--- config.mk ---
export PLATFORM = sky130hd
export DESIGN_NAME = clk_div1
export DESIGN_NICKNAME = d
export VERILOG_FILES = /design/src/rtl/clk_div1.sv
export SDC_FILE = /design/constraint.sdc
export NUM_CORES = 1
export LEC_CHECK = 0
export BUFFER_PORTS_ARGS = -buffer_cell sky130_fd_sc_hd__buf_4
export CAP_MARGIN = 20
export CORE_MARGIN = 1
export CORE_UTILIZATION = 30
export DETAILED_ROUTE_END_ITERATION = 16
export GPL_ROUTABILITY_DRIVEN = 0
export PLACE_DENSITY = 0.43
export SLEW_MARGIN = 20
export SYNTH_ARGS = -nofsm -noshare
export SYNTH_HDL_FRONTEND = slang
export SYNTH_SLANG_ARGS = --single-unit
--- constraint.sdc ---
create_clock -name clk50 -period 2.5 [get_ports clk50]
set_input_delay 0 -clock clk50 [delete_from_list [all_inputs] [get_ports clk50]]
set_output_delay 0 -clock clk50 [all_outputs]
set_load 0.02 [all_outputs]
--- src/rtl/clk_div1.sv ---
// Fixed-ratio clock divider: 50 % duty square wave clk1 plus a one-cycle pulse on each clk1 rise.
// Optional macro CLK_DIV1_FAST_SIM_EN selects the short SIM_DIV ratio for simulation builds.
module clk_div1 #(
   parameter int CLK_IN_HZ  = 50_000_000,
   parameter int CLK_OUT_HZ = 1,
   parameter int SIM_DIV    = 10
) (
   input  logic clk50,
   input  logic rst,
   output logic clk1,
   output logic pulse
);

`ifdef CLK_DIV1_FAST_SIM_EN
   localparam int DIV = SIM_DIV;
`else
   localparam int DIV = CLK_IN_HZ / CLK_OUT_HZ;
`endif

   localparam int HALF  = DIV / 2;
   localparam int CNT_W = (HALF > 1) ? $clog2(HALF) : 1;
   localparam logic [CNT_W-1:0] TERM = CNT_W'(HALF - 1);

   generate
      if ((DIV < 2) || ((DIV % 2) != 0) || ((CLK_IN_HZ % CLK_OUT_HZ) != 0)) begin : g_bad_cfg
         $error("clk_div1: DIV=%0d must be even and >= 2, and CLK_IN_HZ a multiple of CLK_OUT_HZ", DIV);
      end
   endgenerate

   logic [CNT_W-1:0] r_cnt;
   logic             r_clk1;
   logic             r_pulse;
   logic             w_term;

   assign w_term = (r_cnt == TERM);

   // The pulse is computed from the pre-toggle clk1 so it lands on the same edge as the 0->1 rise.
   always_ff @(posedge clk50 or posedge rst) begin
      if (rst) begin
         r_cnt   <= '0;
         r_clk1  <= 1'b0;
         r_pulse <= 1'b0;
      end else begin
         if (w_term) begin
            r_cnt  <= '0;
            r_clk1 <= ~r_clk1;
         end else begin
            r_cnt <= r_cnt + CNT_W'(1);
         end
         r_pulse <= w_term && !r_clk1;
      end
   end

   assign clk1  = r_clk1;
   assign pulse = r_pulse;

endmodule

== Word-level counts from Yosys, hierarchy flattened ==
Cells that the tools add are included.

* Add/subtract/negate cells: 1
* Eq/ne operators: 1
* Multiplexer cells: 1
* Bitwise gates (word level): 1
* Reductions and logical operators: 2

{| class="wikitable"
|+ Operator list
! operator !! count
|-
| adder 25 x 1 -> 25 bit (second input constant) || 1
|-
| equality test 25 bit (second input constant) || 1
|-
| two-way mux 25 bit || 1
|-
| logical AND 1 bit || 1
|-
| logical NOT 1 bit || 1
|-
| NOT 1 bit || 1
|}

* Bits in registers: 27
* Input port bits: 2
* Output and inout bits: 2
* Logic and storage cells: 9

== Depth between registers and ports, before layout ==
Gate-level depths: netlist (run 1).

* Depth in word-level cells: 2
* Mapped depth: 7
* Depth with buffers taken out: 5

== Least setup slack after synthesis (run 1) ==
No wires, ideal clock.

* Path kind: register to register
* Start: register r_cnt[0]
* End: register r_cnt[11]
* Library setup time: 122 ps
* Arrival time: 1593 ps
* Required time: 2378 ps
* Slack: 785 ps
* Cell stages (with the launch flop): 8
* Path buffers: 2
* Clock period less this slack: 1715 ps
* Cell sequence: dfrtp_1 ha_1 and3_1 buf_2 nand2_1 nor4_4 buf_2 nor2_1

* Longest elaborated chain between the ends: 2
* Elaborated cells on any way between the ends: 3
* Classes of those cells: 1 x add/sub; 1 x eq/ne; 1 x mux

{| class="wikitable"
|+ Ends and longest elaborated chain
! item !! line !! RTL
|-
| from (decl) || 30 || <nowiki>logic [CNT_W-1:0] r_cnt;</nowiki>
|-
| from (signal assigned) || 48 || <nowiki>r_cnt <= r_cnt + CNT_W'(1);</nowiki>
|-
| adder 25 x 1 -> 25 bit / equality test 25 bit (equally long branches) || 48, 35 ||
|-
| two-way mux 25 bit (*) || 44 || <nowiki>if (w_term) begin</nowiki>
|}

Every way passes the cells marked *; elsewhere a longest branch is shown, timed or not.
A chain may end at the register's enable or synchronous reset.

== Worst setup path in the final report (run 1) ==
* Start: register r_cnt[0]
* End: register r_cnt[16]

Same word-level chain as after synthesis.

==> impl_metrics.env, run 1 <==
export IMPL_status="completed"
export IMPL_startpoint_type="register"
export IMPL_rows=23
export IMPL_final_area_um2=1466
export IMPL_postSynth_asyncResetShare=1.000
export IMPL_io_pins=4
export IMPL_synthTopCellsByArea="dfrtp_1 (50%), xor2_1 (4.6%), nand3_1 (3.3%)"
export IMPL_wl_met2_um=1201
export IMPL_grt_pass1_wl_um=4409
export IMPL_syn_avg_cell_area_um2=10.35
export IMPL_yosysSeqAreaShare=0.5023
export IMPL_irDropWorstVdd_mv=0.1469
export IMPL_fillers=442
export IMPL_clk_latency_ns=0.27
export IMPL_die_area_um2=4755
export IMPL_antenna_found_initial=0
export IMPL_grt_pass1_vias=930
export IMPL_crit_slowest_cell="nor4_4"
export IMPL_final_cells=185
export IMPL_hold_viol=0
export IMPL_cts_reportedPaths_clkPinSlew_ns=0.09
export IMPL_top_layer="met4"
export IMPL_routed_wl_um=2595
export IMPL_yosysWarningCount=0
export IMPL_syn_nets=133
export IMPL_dp_slack_ns=0.4606
export IMPL_yosys_area_top_type="dfrtp_1"
export IMPL_synth_cells=130
export IMPL_avgViaCountPerCell=5.238
export IMPL_portBuffers=3
export IMPL_slew_viol_final=0
export IMPL_p_per_area_nw_per_um2=472.3
export IMPL_max_freq_ghz=0.4926
export IMPL_crit_path_max_incr_delay_ns=0.50
export IMPL_yosysMostFrequentCell="dfrtp_1"
export IMPL_area_growth_pct=9.024
export IMPL_required_ns=2.65
export IMPL_drt_iter0_markers=79
export IMPL_tns_ns=0
export IMPL_firstDrtPassIters=4
export IMPL_numCtsBuffers=3
export IMPL_dpl_hpwl_um=1831
export IMPL_tightest_slew_ns=0.5773
export IMPL_post_synth_top_area_fraction=0.5023
export IMPL_total_power_mw=0.6926
export IMPL_syn_area_um2=1345
export IMPL_track_usage=0.1288
export IMPL_finalNetCount=139
export IMPL_slew_headroom=0.6146
export IMPL_wl_met1_um=1329
export IMPL_core_um2=4144
export IMPL_remaining_drc_errors=0
export IMPL_floorplan_initialDensity=0.3246
export IMPL_cp_end_kind="register"
export IMPL_cp_max_fo=9
export IMPL_cts_tree="yes"
export IMPL_die_height_um=68.96
export IMPL_ant_nets=0
export IMPL_critPathArrivalTime_ns=2.18
export IMPL_synth_seq_cells=27
export IMPL_holdCritPathClass="input pin to async pin"
export IMPL_worst_slack_ns=0.4700
export IMPL_synthFlopType="dfrtp_1"
export IMPL_placed_area_um2=1411
export IMPL_die_w_um=68.96
export IMPL_grt_overflow=0
export IMPL_ys_top_cells_by_count="dfrtp_1 (27), nand2_1 (9), nand3_1 (9), a21oi_1 (8)"
export IMPL_cts_setup_buffers=0
export IMPL_cts_root_buf="clkbuf_8"
export IMPL_hold_ws_ns=0.3424
export IMPL_clockBufferDepth=2
export IMPL_period_needed_ns=2.030
export IMPL_drive_gt1_frac=0.1111
export IMPL_synth_edf_count=0
export IMPL_finalCritPeriodShare=0.8120
export IMPL_grt_max_degree=28
export IMPL_worst_clock_skew_ns=0.004089
export IMPL_vias=969
export IMPL_htree_levels=1
export IMPL_finalSetupViolations=0
export IMPL_dp_cells=180
export IMPL_n_antenna_cell=0
export IMPL_cp_cell_sequence="ha_1, and3_1, nand2_1, nor4_4, buf_4, a21oi_1"
export IMPL_p_leak_nw=0.6236
export IMPL_wl_per_cell_um=14.03
export IMPL_synth_distinct_cells=32
export IMPL_max_cap_violations=0
export IMPL_final_util=0.3539
export IMPL_cts_sinks=27
export IMPL_rsz0062_at_grt="false"
export IMPL_path_class="register to register"
export IMPL_wl_met3_um=39
final timing paths:
check / start / to / slack [ns] / depth (start not counted)
max in group asynchronous: rst / r_cnt[13] / 1.77 / 3
hold / removal: rst / r_cnt[18] / 0.34 / 3
min in group clk50: r_cnt[0] / r_cnt[0] / 0.48 / 1
hold reg to reg: r_cnt[0] / r_cnt[0] / 0.48 / 1
setup reg to reg: r_cnt[0] / r_cnt[16] / 0.47 / 6
setup / recovery: r_cnt[0] / r_cnt[16] / 0.47 / 6
layout by cell type (no fill, tap or decap), types with 5 or more instances in the layout:
cell,instances
nor3_1,5
dfrtp_1,27
or3_1,5
xor2_1,7
o31ai_1,6
xnor2_1,5
nand2_1,9
a21oi_1,8
nor2_1,5
inv_1,6
o21ai_0,6
nand3_1,9
layer usage:
layer  up-vias  global-route usage
met5         -                   0
met2         3              0.2027
li1        482                   -
met3         2             0.01974
met1       482              0.1748
met4         0             0.05357
sequential cells by signal, summed over array words and instances (netlist names):
register  count
r_cnt        25
clk1          1
pulse         1
logic make-up after synthesis:
family | share of synthesized area
AO/OA/AOI/OAI | 0.09768
buffers and inverters | 0.03907
adder cells (fa/ha/maj) | 0.009301
flip-flops | 0.5023
AND/OR/NAND/NOR | 0.2660
multiplexers | 0.007442
XOR/XNOR | 0.07814
cell type report:
class	count	area (um^2)	area share
Clock buffer	4	45.04	0.03072
Sequential cell	27	675.6	0.4607
Timing Repair Buffer	5	40.04	0.02730
Inverter	7	26.28	0.01792
Multi-Input combinational cell	92	616.8	0.4206
Tap cell	50	62.56	0.04266
power by group:
| part | switching (mW) | internal [mW] | leakage (nW) |
|---|---|---|---|
| clock | 0.131 | 0.114 | 0.0228 |
| sequential | 0 | 0.436 | 0.363 |
| combinational | 0.00881 | 0.00216 | 0.238 |
| total | 0.140 | 0.552 | 0.624 |
timing repair:
action | 4_1_cts | 5_1_grt
hold buffers | 0 | 1
gates resized for setup | 0 | 0
endpoints found under the hold margin | 0 | 27
critical path, delay by kind of cell, from the launching register on:
kind                     cells  cell delay (ns)
buffers and inverters        1             0.25
AND/OR/NAND/NOR              3             1.04
adder cells (fa/ha/maj)      1             0.19
AO/OA/AOI/OAI                1             0.05
flip-flops                   1             0.39
No activity file was read; power rests on OpenSTA's default activity.
==> run 2: changes to the inputs <==
--- a/config.mk
+++ b/config.mk
@@ -11,7 +11,7 @@
 export CORE_UTILIZATION = 30
 export DETAILED_ROUTE_END_ITERATION = 16
 export GPL_ROUTABILITY_DRIVEN = 0
-export PLACE_DENSITY = 0.43
+export PLACE_DENSITY = 0.45
 export SLEW_MARGIN = 20
 export SYNTH_ARGS = -nofsm -noshare
 export SYNTH_HDL_FRONTEND = slang
==> constraint.sdc (replaced) <==
create_clock -name clk50 -period 1.8 [get_ports clk50]
set_input_delay 0 -clock clk50 [delete_from_list [all_inputs] [get_ports clk50]]
set_output_delay 0 -clock clk50 [all_outputs]
set_load 0.02 [all_outputs]
==> run 2 against run 1 <==
  * Die area stayed put
  * Maximum frequency is 19% higher
  * Via count grew 2.9%
  * Worst hold slack worse by 0.0038 ns
  * Non-clock buffer count grew 6
  * First-iteration DRC count decreased by 43%
  * Flip-flop and latch count is the same
  * Wire length increased by 1.5%
  * Critical endpoint is now r_cnt[24]
==> impl_metrics.env, run 2 (same netlist as run 1, synthesis figures left out) <==
export IMPL_layout_common_cells="dfrtp_1 (27), buf_4 (10), nand3_1 (9), nand2_1 (8), a21oi_1 (8)"
export IMPL_wl_per_cell_um=13.79
export IMPL_cp_max_fo=11
export IMPL_antenna_found_initial=0
export IMPL_crit_path_max_incr_delay_ns=0.54
export IMPL_grt_max_degree=28
export IMPL_core_um2=4144
export IMPL_cp_end_kind="register"
export IMPL_period_needed_ns=1.704
export IMPL_total_power_mw=0.9725
export IMPL_rsz0062_at_grt="false"
export IMPL_dp_cells=186
export IMPL_finalNetCount=145
export IMPL_cts_reportedPaths_clkPinSlew_ns=0.10
export IMPL_grt_pass1_vias=948
export IMPL_grt_overflow=0
export IMPL_io_pins=4
export IMPL_die_w_um=68.96
export IMPL_slew_headroom=0.7302
export IMPL_largest_reg_flops=25
export IMPL_crit_slowest_cell="or4_1"
export IMPL_htree_levels=1
export IMPL_grt_pass1_wl_um=4540
export IMPL_track_usage=0.1319
export IMPL_clk_latency_ns=0.27
export IMPL_regMostFlops="r_cnt"
export IMPL_worst_path_buf_inv=0
export IMPL_p_seq_frac=0.623
export IMPL_clockBufferDepth=2
export IMPL_vias=997
export IMPL_cp_cell_sequence="and4_4, nand4_4, or4_1, a21oi_1"
export IMPL_die_height_um=68.96
export IMPL_crit_family="simple AND/OR/NAND/NOR gates"
export IMPL_hold_ws_ns=0.3387
export IMPL_path_class="register to register"
export IMPL_p_leak_nw=0.6565
export IMPL_cts_sinks=27
export IMPL_finalCritPeriodShare=0.9466
export IMPL_required_ns=2.01
export IMPL_area_growth_pct=13.02
export IMPL_routed_wl_um=2633
export IMPL_n_antenna_cell=0
export IMPL_cts_root_buf="clkbuf_8"
export IMPL_worst_slack_ns=0.09607
export IMPL_final_util=0.3668
export IMPL_rows=23
export IMPL_dpl_hpwl_um=1929
export IMPL_ant_nets=0
export IMPL_floorplan_initialDensity=0.3246
export IMPL_slew_viol_final=0
export IMPL_max_cap_violations=0
export IMPL_die_area_um2=4755
export IMPL_drive_gt1_frac=0.1631
export IMPL_pwr_share_comb=0.017
export IMPL_dp_slack_ns=0.05496
export IMPL_placed_area_um2=1456
export IMPL_drt_iter0_markers=45
export IMPL_final_cells=191
export IMPL_irDropWorstVdd_mv=0.4967
export IMPL_p_clk_frac=0.360
export IMPL_worst_clock_skew_ns=0.004920
export IMPL_max_freq_ghz=0.5869
export IMPL_p_int_mw=0.7656
export IMPL_status="completed"
export IMPL_critPathArrivalTime_ns=1.91
export IMPL_p_per_area_nw_per_um2=639.7
export IMPL_cts_setup_buffers=0
export IMPL_tightest_slew_ns=0.3991
export IMPL_hold_viol=0
export IMPL_tns_ns=0
export IMPL_portBuffers=3
export IMPL_switching_share=0.2128
export IMPL_avgViaCountPerCell=5.220
export IMPL_cts_tree="yes"
export IMPL_finalSetupViolations=0
export IMPL_startpoint_type="register"
export IMPL_final_common_cell="dfrtp_1"
export IMPL_holdCritPathClass="input pin to async pin"
export IMPL_numCtsBuffers=3
export IMPL_remaining_drc_errors=0
export IMPL_firstDrtPassIters=4
export IMPL_fillers=431
export IMPL_final_area_um2=1520
export IMPL_switchingPower_mw=0.2069
[run 2: cell types whose count changed in the layout (fill, tap and decap cells not counted)]
cell / delta
and3_1: -1
and3_4: +1
buf_4: +6
clkbuf_1: -1
clkinv_2: +1
inv_1: +1
inv_2: -1
nand2_1: -1
nand2_2: +1
[run 2: power by group through the flow]
stage               clock network [mW]  registers [mW]  logic [mW]
floorplan                            0           0.618     0.00900
global placement                     0           0.618      0.0161
detailed placement                   0           0.618      0.0161
CTS                              0.363           0.606      0.0178
global route                     0.385           0.606      0.0202
finish                           0.350           0.606      0.0168
[run 2: worst paths after layout]
path	from	to	slack [ns]	cells after the start
hold / removal	rst	pulse	0.34	4
max in group asynchronous	rst	r_cnt[12]	1.20	4
hold reg to reg	r_cnt[0]	r_cnt[0]	0.48	1
setup reg to reg	r_cnt[7]	r_cnt[24]	0.1	4
min in group clk50	r_cnt[0]	r_cnt[0]	0.48	1
setup / recovery	r_cnt[7]	r_cnt[24]	0.1	4
[run 2: worst min-delay path, cell delays in order]
cell	delay, ns
dlygate4sd3_1	0.54
buf_4	0.13
inv_1	0.04
buf_4	0.32
[run 2: timing repair]
action                     in CTS  in global routing
hold buffers                    1                  0
hold endpoints to repair       27                  0
setup endpoints to repair       0                  7
resized for setup               0                  2
[run 2: per-layer routing]
layer	track usage	part of all wire	wire, um	up-vias
met2	0.2039	0.45	1192	10
met3	0.03454	0.025	65	2
met4	0.03827	0.0095	25	0
met1	0.1797	0.51	1349	490
li1	-	-	-	495
met5	0	0	0	-
[run 2: final cells by class]
type,count,area [um^2],share of cell area
Clock buffer,3,41.29,0.02716
Clock inverter,1,5.005,0.003292
Inverter,7,26.28,0.01728
Multi-Input combinational cell,92,624.3,0.4107
Sequential cell,27,675.6,0.4444
Tap cell,50,62.56,0.04115
Timing Repair Buffer,11,85.08,0.05597
==> run 3: changes to the inputs <==
--- a/config.mk
+++ b/config.mk
@@ -7,12 +7,13 @@
 export LEC_CHECK = 0
 export BUFFER_PORTS_ARGS = -buffer_cell sky130_fd_sc_hd__buf_4
 export CAP_MARGIN = 20
+export CELL_PAD_IN_SITES_DETAIL_PLACEMENT = 0
+export CELL_PAD_IN_SITES_GLOBAL_PLACEMENT = 1
 export CORE_MARGIN = 1
-export CORE_UTILIZATION = 30
+export CORE_UTILIZATION = 40
 export DETAILED_ROUTE_END_ITERATION = 16
 export GPL_ROUTABILITY_DRIVEN = 0
-export PLACE_DENSITY = 0.45
-export SLEW_MARGIN = 20
+export PLACE_DENSITY = 0.68
 export SYNTH_ARGS = -nofsm -noshare
 export SYNTH_HDL_FRONTEND = slang
 export SYNTH_SLANG_ARGS = --single-unit
==> run 3 against run 2 <==
  * Non-clock buffer count up 1
  * Largest power group unchanged
  * Sequential power barely moved
  * Worst setup slack improved by 0.034 ns
  * Flip-flop and latch count is the same
  * Global-route usage rose by 3.8 points
  * Core utilization up 11 points
  * Critical path type unchanged
  * Count of clock-buffer cells in the layout grew 1
==> impl_metrics.env, run 3 (same netlist as run 1, synthesis figures left out) <==
export IMPL_die_area_um2=3598
export IMPL_pwr_share_comb=0.019
export IMPL_switchingPower_mw=0.1836
export IMPL_rows=20
export IMPL_worst_clock_skew_ns=0.004350
export IMPL_track_usage=0.1696
export IMPL_final_common_cell="dfrtp_1"
export IMPL_antenna_found_initial=0
export IMPL_slew_headroom=0.7563
export IMPL_regMostFlops="r_cnt"
export IMPL_p_per_area_nw_per_um2=587.8
export IMPL_required_ns=2.05
export IMPL_cp_end_kind="register"
export IMPL_multiInputGateArea_um2=621.8
export IMPL_largest_reg_flops=25
export IMPL_regArea_um2=676.9
export IMPL_startpoint_type="register"
export IMPL_numCtsBuffers=3
export IMPL_cts_tree="yes"
export IMPL_n_antenna_cell=0
export IMPL_area_growth_pct=11.44
export IMPL_htree_levels=1
export IMPL_p_leak_nw=0.6487
export IMPL_r2r_slack_ns=0.13
export IMPL_cts_sinks=27
export IMPL_hold_viol=0
export IMPL_die_height_um=59.99
export IMPL_holdCritPathClass="input pin to async pin"
export IMPL_drt_iter0_markers=56
export IMPL_slew_viol_final=0
export IMPL_vias=1000
export IMPL_grt_overflow=0
export IMPL_path_class="register to register"
export IMPL_grt_max_degree=28
export IMPL_wl_per_cell_um=13.61
export IMPL_max_freq_ghz=0.5987
export IMPL_die_w_um=59.99
export IMPL_clk_latency_ns=0.32
export IMPL_p_clk_frac=0.293
export IMPL_firstDrtPassIters=4
export IMPL_grt_pass1_vias=988
export IMPL_finalCritPeriodShare=0.9279
export IMPL_dpl_hpwl_um=1820
export IMPL_switching_share=0.2083
export IMPL_status="completed"
export IMPL_cts_root_buf="clkbuf_4"
export IMPL_placed_area_um2=1449
export IMPL_fillers=309
export IMPL_drive_gt1_frac=0.1761
export IMPL_portBuffers=3
export IMPL_ant_nets=0
export IMPL_remaining_drc_errors=0
export IMPL_clockBufferDepth=2
export IMPL_layout_common_cells="dfrtp_1 (26), buf_4 (11), nand3_1 (9), nand2_1 (8), a21oi_1 (8)"
export IMPL_routed_wl_um=2531
export IMPL_critPathArrivalTime_ns=1.92
export IMPL_core_um2=3128
export IMPL_rsz0062_at_grt="false"
export IMPL_finalSetupViolations=0
export IMPL_irDropWorstVdd_mv=0.3079
export IMPL_finalNetCount=146
export IMPL_p_int_mw=0.6976
export IMPL_final_area_um2=1499
export IMPL_avgViaCountPerCell=5.376
export IMPL_tns_ns=0
export IMPL_floorplan_initialDensity=0.4300
export IMPL_max_cap_violations=0
export IMPL_tightest_slew_ns=0.3605
export IMPL_cts_reportedPaths_clkPinSlew_ns=0.14
export IMPL_grt_pass1_wl_um=4416
export IMPL_cp_max_fo=11
export IMPL_period_needed_ns=1.670
export IMPL_p_seq_frac=0.688
export IMPL_io_pins=4
==> run 3: critical path: stages (launching register included) <==
cell and delay (ns):
dfrtp_1 0.45, and4_4 0.29, nand4_4 0.18, or4_1 0.54, a21oi_1 0.15
==> run 3: worst paths after layout <==
check                             to     start  depth (start not counted)
max in group asynchronous   r_cnt[6]       rst                          4
min in group clk50          r_cnt[0]  r_cnt[0]                          1
min reg2reg                 r_cnt[0]  r_cnt[0]                          1
min                         r_cnt[9]       rst                          4
max                        r_cnt[24]  r_cnt[8]                          4
max reg2reg                r_cnt[24]  r_cnt[8]                          4
==> run 3: power groups by stage <==
stage,combinational [mW],sequential [mW],clock [mW]
floorplan,0.00900,0.618,0
detailed placement,0.0162,0.618,0
finish,0.0167,0.607,0.258
global placement,0.0161,0.618,0
CTS,0.0181,0.607,0.278
global route,0.0200,0.607,0.300
==> run 3: repair_timing <==
| action | in CTS | in global routing |
|---|---|---|
| hold buffers | 1 | 0 |
| gates resized for setup | 0 | 4 |
| endpoints found under the hold margin | 27 | 0 |
| endpoints found under the setup margin | 0 | 6 |
| setup buffers | 0 | 1 |
==> run 3: per-stage QoR <==
step / utilization / cells / hold slack (ns) / setup WS (ns) / power [mW]
floorplan: - / 130 / 0.05272 / 0.08516 / 0.6270
global placement: 0.4632 / 180 / 0.09173 / 0.1193 / 0.6341
detailed placement: 0.4632 / 180 / 0.09585 / 0.05913 / 0.6342
CTS: 0.4748 / 185 / 0.2893 / 0.03575 / 0.9027
global route: 0.4792 / 186 / 0.2982 / 0.007454 / 0.9271
finish: 0.4792 / 186 / 0.2780 / 0.1297 / 0.8811
==> run 3: layout make-up <==
class                   instances  area share
flip-flops and latches         27      0.4516
multi-input cells              92      0.4149
repair buffers                 12     0.06177
well taps                      44     0.03673
clock buffers                   4     0.01753
inverters                       7     0.01753
==> run 3: layer usage <==
layer,global-route usage,share of wire,up-vias
li1,-,-,499
met1,0.2244,0.52,485
met2,0.2714,0.45,14
met3,0.03247,0.027,2
met4,0.06977,0.0075,0
met5,0,0,-
